File: src/rtl/rvfi_retire_packer.sv
`default_nettype none
// ============================================================================
// Module   : rvfi_retire_packer
// Purpose  : Buffers retired-instruction records and packs them onto NRET
//            RVFI channels, assigning a monotonic 8-bit rvfi_order.
// Revision : 1.0 - initial release
// ============================================================================
module rvfi_retire_packer #(
    parameter int NRET  = 2,
    parameter int XLEN  = 32,
    parameter int DEPTH = 4
) (
    input  logic                          clk,
    input  logic                          resetn,
    input  logic                          in_valid,
    output logic                          in_ready,
    input  logic [31:0]                   in_insn,
    input  logic [4:0]                    in_rs1_addr,
    input  logic [4:0]                    in_rs2_addr,
    input  logic [4:0]                    in_rd_addr,
    input  logic [XLEN-1:0]               in_pre_pc,
    input  logic [XLEN-1:0]               in_post_pc,
    input  logic [XLEN-1:0]               in_rs1_rdata,
    input  logic [XLEN-1:0]               in_rs2_rdata,
    input  logic [XLEN-1:0]               in_post_rd,
    input  logic                          in_trap,
    input  logic [XLEN-1:0]               in_mem_addr,
    input  logic [XLEN-1:0]               in_mem_rdata,
    input  logic [XLEN-1:0]               in_mem_wdata,
    input  logic [XLEN/8-1:0]             in_mem_rmask,
    input  logic [XLEN/8-1:0]             in_mem_wmask,
    input  logic                          drain_en,
    output logic [$clog2(DEPTH+1)-1:0]    fifo_level,
    output logic [NRET-1:0]               rvfi_valid,
    output logic [NRET*8-1:0]             rvfi_order,
    output logic [NRET*32-1:0]            rvfi_insn,
    output logic [NRET*5-1:0]             rvfi_rs1_addr,
    output logic [NRET*5-1:0]             rvfi_rs2_addr,
    output logic [NRET*5-1:0]             rvfi_rd_addr,
    output logic [NRET*XLEN-1:0]          rvfi_pre_pc,
    output logic [NRET*XLEN-1:0]          rvfi_post_pc,
    output logic [NRET*XLEN-1:0]          rvfi_rs1_rdata,
    output logic [NRET*XLEN-1:0]          rvfi_rs2_rdata,
    output logic [NRET*XLEN-1:0]          rvfi_post_rd,
    output logic [NRET-1:0]               rvfi_trap,
    output logic [NRET*XLEN-1:0]          rvfi_mem_addr,
    output logic [NRET*XLEN-1:0]          rvfi_mem_rdata,
    output logic [NRET*XLEN-1:0]          rvfi_mem_wdata,
    output logic [NRET*XLEN/8-1:0]        rvfi_mem_rmask,
    output logic [NRET*XLEN/8-1:0]        rvfi_mem_wmask
);

    localparam int MW = XLEN / 8;
    localparam int PW = (DEPTH > 1) ? $clog2(DEPTH) : 1;
    localparam int LW = $clog2(DEPTH + 1);

    localparam logic [PW:0]   c_depth_ext = (PW + 1)'(DEPTH);
    localparam logic [LW-1:0] c_depth_lvl = LW'(DEPTH);
    localparam logic [LW-1:0] c_nret_lvl  = LW'(NRET);

    typedef struct packed {
        logic [31:0]     insn;
        logic            trap;
        logic [4:0]      rs1_addr;
        logic [4:0]      rs2_addr;
        logic [4:0]      rd_addr;
        logic [XLEN-1:0] pre_pc;
        logic [XLEN-1:0] post_pc;
        logic [XLEN-1:0] rs1_rdata;
        logic [XLEN-1:0] rs2_rdata;
        logic [XLEN-1:0] post_rd;
        logic [XLEN-1:0] mem_addr;
        logic [XLEN-1:0] mem_rdata;
        logic [XLEN-1:0] mem_wdata;
        logic [MW-1:0]   mem_rmask;
        logic [MW-1:0]   mem_wmask;
    } rec_t;

    rec_t            r_mem [DEPTH];
    logic [PW-1:0]   r_head;
    logic [PW-1:0]   r_tail;
    logic [LW-1:0]   r_level;
    logic [7:0]      r_ord;

    rec_t            r_out   [NRET];
    logic [7:0]      r_order [NRET];
    logic [NRET-1:0] r_valid;

    rec_t            w_rec;
    logic            w_push;
    logic [LW-1:0]   w_npop;
    logic [NRET-1:0] w_take;
    logic [PW-1:0]   w_rd_idx [NRET];

    // Pointers never exceed 2*DEPTH-1 before wrapping, so one subtraction suffices
    // and DEPTH need not be a power of two.
    function automatic logic [PW-1:0] f_wrap(input logic [PW:0] x);
        logic [PW:0] y;
        y = (x >= c_depth_ext) ? (x - c_depth_ext) : x;
        return y[PW-1:0];
    endfunction

    // Credit is taken from the registered level only; a pop in the same cycle
    // does not free a slot for the incoming record.
    assign in_ready   = resetn && (r_level < c_depth_lvl);
    assign w_push     = in_valid && in_ready;
    assign fifo_level = r_level;

    always_comb begin
        w_rec           = '0;
        w_rec.insn      = in_insn;
        w_rec.trap      = in_trap;
        w_rec.rs1_addr  = in_rs1_addr;
        w_rec.rs2_addr  = in_rs2_addr;
        w_rec.rd_addr   = in_rd_addr;
        w_rec.pre_pc    = in_pre_pc;
        w_rec.post_pc   = in_post_pc;
        w_rec.rs1_rdata = in_rs1_rdata;
        w_rec.rs2_rdata = in_rs2_rdata;
        w_rec.post_rd   = (in_rd_addr == 5'd0) ? '0 : in_post_rd;
        w_rec.mem_addr  = in_mem_addr;
        w_rec.mem_rdata = in_mem_rdata;
        w_rec.mem_wdata = in_mem_wdata;
        w_rec.mem_rmask = in_mem_rmask;
        w_rec.mem_wmask = in_mem_wmask;
    end

    always_comb begin
        w_npop = '0;
        if (drain_en) begin
            w_npop = (r_level < c_nret_lvl) ? r_level : c_nret_lvl;
        end
        for (int k = 0; k < NRET; k++) begin
            w_take[k]   = (LW'(k) < w_npop);
            w_rd_idx[k] = f_wrap({1'b0, r_head} + (PW + 1)'(k));
        end
    end

    always_ff @(posedge clk) begin
        if (w_push) begin
            r_mem[r_tail] <= w_rec;
        end
    end

    always_ff @(posedge clk or negedge resetn) begin
        if (!resetn) begin
            r_head  <= '0;
            r_tail  <= '0;
            r_level <= '0;
            r_ord   <= '0;
        end else begin
            r_head  <= f_wrap({1'b0, r_head} + (PW + 1)'(w_npop));
            r_tail  <= f_wrap({1'b0, r_tail} + (PW + 1)'(w_push));
            r_level <= r_level + LW'(w_push) - w_npop;
            r_ord   <= r_ord + 8'(w_npop);
        end
    end

    // Unused channels are zeroed every cycle so stale data never lingers.
    always_ff @(posedge clk or negedge resetn) begin
        if (!resetn) begin
            r_valid <= '0;
            for (int k = 0; k < NRET; k++) begin
                r_out[k]   <= '0;
                r_order[k] <= '0;
            end
        end else begin
            r_valid <= w_take;
            for (int k = 0; k < NRET; k++) begin
                r_out[k]   <= w_take[k] ? r_mem[w_rd_idx[k]] : '0;
                r_order[k] <= w_take[k] ? (r_ord + 8'(k)) : 8'd0;
            end
        end
    end

    for (genvar k = 0; k < NRET; k++) begin : g_chan
        assign rvfi_valid[k]                   = r_valid[k];
        assign rvfi_order[k*8 +: 8]            = r_order[k];
        assign rvfi_insn[k*32 +: 32]           = r_out[k].insn;
        assign rvfi_trap[k]                    = r_out[k].trap;
        assign rvfi_rs1_addr[k*5 +: 5]         = r_out[k].rs1_addr;
        assign rvfi_rs2_addr[k*5 +: 5]         = r_out[k].rs2_addr;
        assign rvfi_rd_addr[k*5 +: 5]          = r_out[k].rd_addr;
        assign rvfi_pre_pc[k*XLEN +: XLEN]     = r_out[k].pre_pc;
        assign rvfi_post_pc[k*XLEN +: XLEN]    = r_out[k].post_pc;
        assign rvfi_rs1_rdata[k*XLEN +: XLEN]  = r_out[k].rs1_rdata;
        assign rvfi_rs2_rdata[k*XLEN +: XLEN]  = r_out[k].rs2_rdata;
        assign rvfi_post_rd[k*XLEN +: XLEN]    = r_out[k].post_rd;
        assign rvfi_mem_addr[k*XLEN +: XLEN]   = r_out[k].mem_addr;
        assign rvfi_mem_rdata[k*XLEN +: XLEN]  = r_out[k].mem_rdata;
        assign rvfi_mem_wdata[k*XLEN +: XLEN]  = r_out[k].mem_wdata;
        assign rvfi_mem_rmask[k*MW +: MW]      = r_out[k].mem_rmask;
        assign rvfi_mem_wmask[k*MW +: MW]      = r_out[k].mem_wmask;
    end

endmodule
`default_nettype wire
File: config.mk
export PLATFORM = sky130hd
export DESIGN_NAME = rvfi_retire_packer
export DESIGN_NICKNAME = d
export VERILOG_FILES = /design/src/rtl/rvfi_retire_packer.sv
export SDC_FILE = /design/constraint.sdc
export NUM_CORES = 2
export LEC_CHECK = 0
export BUFFER_PORTS_ARGS = -buffer_cell sky130_fd_sc_hd__clkbuf_2
export CAP_MARGIN = 20
export CORE_UTILIZATION = 28
export CTS_CLUSTER_DIAMETER = 120
export DETAILED_ROUTE_END_ITERATION = 8
export MAX_ROUTING_LAYER = met4
export PLACE_DENSITY_LB_ADDON = 0.1
export SLEW_MARGIN = 20
export SYNTH_ARGS = -nofsm -noshare
export SYNTH_HDL_FRONTEND = slang
export SYNTH_SLANG_ARGS = --single-unit
File: constraint.sdc
create_clock -name clk -period 29.1 [get_ports clk]
set_input_delay 2.91 -clock clk [delete_from_list [all_inputs] [get_ports clk]]
set_output_delay 2.91 -clock clk [all_outputs]
set_load 0.05 [all_outputs]
# Yosys cells after proc, flatten, opt, wreduce, memory -nomap -nowiden
# Memory sizes are Yosys's and may differ from the RTL's.
# Index checks and enable logic that the tools add are counted.
dict set report word_totals {
  regBits 657
  mem_bits_rw 1248
  in_bits 316
  out_inout_bits 646
  elab_cells 73
  memories 1
}
dict set report op_classes {
  addsub 11
  magnitude_cmp 8
  mux 13
  reduce_logical 3
}
# memory depth word_bits rd rd_ports_with_merged_regs write_ports line_no
set memory_table {}
lappend memory_table {r_mem 4 312 2 0 1 79} ;# rec_t r_mem [DEPTH];
# op n
set op_table {}
lappend op_table {{312-bit two-way mux} 2}
lappend op_table {{32-bit two-way mux} 1}
lappend op_table {{8-bit two-way mux} 2}
lappend op_table {{3-bit greater-or-equal comparator, second input constant} 3}
lappend op_table {{8-bit by 1-bit adder with 8-bit output, second input constant} 1}
lappend op_table {{8-bit by 3-bit adder with 8-bit output} 1}
lappend op_table {{2-bit two-way mux} 4}
lappend op_table {{2-bit by 1-bit subtractor with 2-bit output, second input constant} 4}
lappend op_table {{1-bit by 3-bit less-than comparator with 1-bit output, first input constant} 2}
lappend op_table {{3-bit two-way mux} 2}
lappend op_table {{5-bit zero test} 1}
lappend op_table {{2-bit by 1-bit adder with 3-bit output} 1}
lappend op_table {{2-bit by 1-bit adder with 3-bit output, second input constant} 1}
lappend op_table {{2-bit by 3-bit adder with 3-bit output} 1}
lappend op_table {{3-bit by 1-bit adder with 3-bit output} 1}
lappend op_table {{2-bit by 3-bit greater-or-equal comparator with 1-bit output, second input constant} 1}
lappend op_table {{3-bit by 2-bit less-than comparator with 1-bit output, second input constant} 1}
lappend op_table {{3-bit less-than comparator, second input constant} 1}
lappend op_table {{3-bit subtractor} 1}
lappend op_table {{1-bit logical AND} 2}
lappend op_table {{1-bit two-way mux} 2}

# Longest topological paths before layout
dict set report logic_depth {
  depth_word 6
  depth_mapped 8
  ltp_nobuf 8
}

# Least setup slack after synthesis
# OpenSTA, ideal clock, no wires.
dict set report synth_timing {
  path_kind {input to register}
  start {in resetn}
  end {mem r_mem[1][0] (netlist bit), enable pin}
  setup_ps 1433
  t_arrival_ps 26463
  slack_ps 1205
  path_stages 3
  n_path_buf 0
  path_cell_list {nor2b_1 nand2_1 nor3b_1}
}
dict set report synth_via {
  elab_chain_len 4
}
# element line_no
set synth_rtl {}
lappend synth_rtl {{start, declared} 14} ;# input logic resetn,
lappend synth_rtl {{1-bit logical AND} 105} ;# assign in_ready = resetn && (r_level < c_depth_lvl);
lappend synth_rtl {{1-bit logical AND} 106} ;# assign w_push = in_valid && in_ready;
lappend synth_rtl {{1-bit two-way mux} 140} ;# if (w_push) begin
lappend synth_rtl {{1-bit two-way mux (not written as such)} 141} ;# r_mem[r_tail] <= w_rec;
lappend synth_rtl {{end, declared} 79}
# No other way between the ends.

# Worst setup path after layout
dict set report layout_timing {
  start {in resetn}
  end {out in_ready}
}
dict set report layout_via {
  elab_chain_len 1
}
# element line_no
set layout_rtl {}
lappend layout_rtl {{1-bit logical AND} 105}
lappend layout_rtl {{end, declared} 16} ;# output logic in_ready,
# No other way between the ends.

==> key figures <==
Yosys
  – Yosys cell types: 37
  – Area leader, netlist: edfxtp_1
  – Post-synthesis sequential area ratio: about three quarters
  – Synth top cells by count: 1248 x edfxtp_1, 657 x dfrtp_1, 634 x and2_1
  – Syn nets: ~3800
  – Top cell type's share of synthesized area: 50.8%
  – Asr flop ratio synth: 34.5%
  – Avg Cell Area, Syn: 21.2 sq um
  – Synth top area cells: edfxtp_1 51%, dfrtp_1 22%, mux4_2 19%
  – Netlist Area Pre-Place: between 0.07 and 0.08 sq mm
  – EDFF count, synth: about 1200
  – Most frequent cell after synthesis: edfxtp_1
  – Yosys reg bits: about 1900
  – Main synth FF type: edfxtp_1
  – YS warnings: 0
  – Gate Count Post-Synth: 3488

Route
  – DRT iter0 DRCs: 2518
  – Routed WL: about 210000 um
  – Vias/cell: 4.55
  – TritonRoute pass-1 iters: 5
  – # DRC: 0
  – DR vias: about 38000
  – Antenna-violating nets left: 0
  – Drt wl/cell: 25.8 um

Setup path
  – Critical Path RT: roughly 26 ns
  – R2R Path End: rvfi_post_rd[28]
  – CP Launch Type: input pin
  – R2R depth: 6
  – Critical Path Start: resetn
  – Worst r2r src: r_head[1]
  – Crit. End Element: output port
  – Crit Path Class: in -> out
  – Flop-to-flop setup slack: roughly 24 ns
  – Worst Path Arrival: roughly 4.0 ns
  – CP Max Fanout: about 60

Floorplan
  – FP Rows: 188
  – Core ar.: around 0.26 sq mm
  – Die area: between 0.2 and 0.3 sq mm
  – Die Wd: between 500 and 600 um
  – Die Y-Extent: 515 um
  – Starting density of the core: 28.1%
  – I/O pin total: just under 1000

Timing
  – Max-slew headroom: between 10% and 20%
  – Setup TNS: 0 ns
  – Tmin final: around 7 ns
  – # setup viols final: 0
  – Final Max Slew Viols: 0
  – Fraction of the cycle the final worst path needs: between 20% and 30%
  – Worst clock skew: between 0.06 and 0.07 ns
  – Slew @ Worst Pin: between 1 and 1.5 ns
  – Max Clock Freq: approximately 0.15 GHz
  – Final Hold Viols: 0
  – RSZ-0062 raised after global routing: false

Pwr
  – Tot Pwr: approximately 10 mW
  – Peak VDD IR: around 69 uV
  – Switching power of the nets: around 3.8 mW
  – Sequential power share: a little over a third
  – Internal: 6.26 mW
  – Cell Pwr Density: around 110 mW/mm^2
  – Leak: 34.1 nW
  – Sw frac: 37.5%
  – Clock share of power: roughly 28%
  – Logic pwr share: 35.6%

Clocking
  – Clk slew on worst S/H paths: ~0.05 ns
  – Post-cts resize count: 0
  – CTS tree: built
  – TritonCTS Buffers: between 200 and 250
  – Clock latency at the later pin of the worst-skew pair: between 0.8 and 0.9 ns
  – Clock sink count: 1905
  – # Post-CTS Setup Buffers: 0
  – CTS Hold Bufs: 0
  – H-tree depth: 4
  – Root buffer cell: clkbuf_16
  – Max Root-Sink Buffers: 3

Place
  – Gpl congestion: 0.746
  – Placed inst area: around 0.083 sq mm
  – Port Buffers: a little under 1000
  – DP HPWL: 137000 um

GRT
  – First-pass GRT wire length: roughly 300000 um
  – Initial antenna violation count: 78
  – Total GRT Usage: 16.3%
  – Largest net degree at the start of global routing: 150
  – GRT Residual Overflow: 0
  – Vias in the first global route: approximately 40000

Worst hold path
  – Hold Path Class: reg -> reg
  – Hold wc startpoint: r_tail[1]
  – Min-Delay Path Depth: 1
  – Hold EP: r_tail[1]

Job
  – MaxCap Viol Count: 0

Finish
  – Layout cell share with drive strength beyond 1: a little over two fifths
  – Synth-to-layout area growth: 22.2%
  – Fin area: 0.0902 sq mm
  – Nets: slightly below 5000
  – Final core utilization: 34.4%

Outcome
  – Status: finished, final reports clean
==> how the worst max path moves through the flow <==
stage / to / slack, ns / depth (start not counted)
3_5_place_dp: r_mem[2][38] / 21.75 / 7
3_3_place_gp: r_mem[2][46] / 21.70 / 7
2_1_floorplan: r_mem[1][0] / 1.20 / 3
4_1_cts: in_ready / 22.14 / 3
6_report: in_ready / 22.21 / 3
5_1_grt: in_ready / 22.11 / 3
==> power groups by stage <==
stage,clock (mW),sequential (mW),combinational [mW]
finish,2.81,3.64,3.57
global placement,0,3.70,3.65
global route,3.00,3.68,3.79
floorplan,0,4.79,1.60
detailed placement,0,3.70,3.65
CTS,2.91,3.65,3.65
==> kinds of logic after synthesis <==
group                      count (synthesis)  synth area share (%)
AOI/OAI and AO/OA                         16                 0.134
xor gates and xnor gates                  15                 0.178
buffers and inverters                    220                  1.56
adders and majority gates                  7                 0.139
DFF                                     1905                  73.0
other                                      1               0.00508
and+or+nand+nor                          700                  5.90
muxes                                    624                  19.0
==> cell usage in the layout (no fill, tap or decap), types with 5 or more instances in the layout <==
| master | n |
|---|---|
| and2_1 | 634 |
| buf_12 | 11 |
| buf_4 | 49 |
| bufinv_16 | 23 |
| clkbuf_1 | 50 |
| clkbuf_16 | 220 |
| clkbuf_2 | 960 |
| clkbuf_8 | 27 |
| clkinv_1 | 22 |
| clkinv_16 | 7 |
| clkinv_2 | 44 |
| dfrtp_1 | 655 |
| diode_2 | 56 |
| edfxtp_1 | 1248 |
| ha_1 | 5 |
| mux4_2 | 624 |
| nand2_1 | 8 |
| nor2b_1 | 34 |
| xnor2_1 | 12 |
==> final cells by class <==
cell class / count / area [sq um]
well taps: 3515 / 4400
flip-flops and latches: 1905 / 53900
clock inverters: 114 / 1410
inverters: 5 / 26.3
clock buffers: 297 / 6060
repair buffers: 1022 / 5440
fillers: 24857 / 172000
multi-input cells: 1363 / 18800
diodes: 56 / 140
==> state kept, by name, summed over array words and instances, names as in the netlist, 10 cells and up <==
signal,cells
rvfi_insn,64
rvfi_mem_wdata,64
rvfi_post_rd,64
rvfi_rs2_addr,10
rvfi_post_pc,64
rvfi_rd_addr,10
rvfi_pre_pc,64
rvfi_order,16
rvfi_rs1_rdata,64
rvfi_mem_rdata,64
rvfi_mem_addr,64
r_mem,1248
rvfi_rs1_addr,10
rvfi_rs2_rdata,64
==> critical path, cell delays in order <==
cell	delay [ns]
buf_8	0.38
nor2b_1	0.30
clkbuf_2	0.33
==> layer usage <==
metal	track usage, %	wire [um]	vias up
met5	-	0	-
li1	-	-	15851
met2	25.0	99600	1262
met1	19.5	87300	20198
met4	5.11	6440	0
met3	6.80	20200	321
==> metrics by stage <==
stage | worst slack [ns] | cells | hold WS (ns)
after floorplan | 1.20 | 3488 | 0.487
final | 22.21 | 8277 | 0.574
after global routing | 22.11 | 8277 | 0.609
after global placement | 21.70 | 7809 | 0.577
after detailed placement | 21.75 | 7809 | 0.572
after CTS | 22.14 | 8220 | 0.579
No activity file was read; power rests on OpenSTA's default activity.
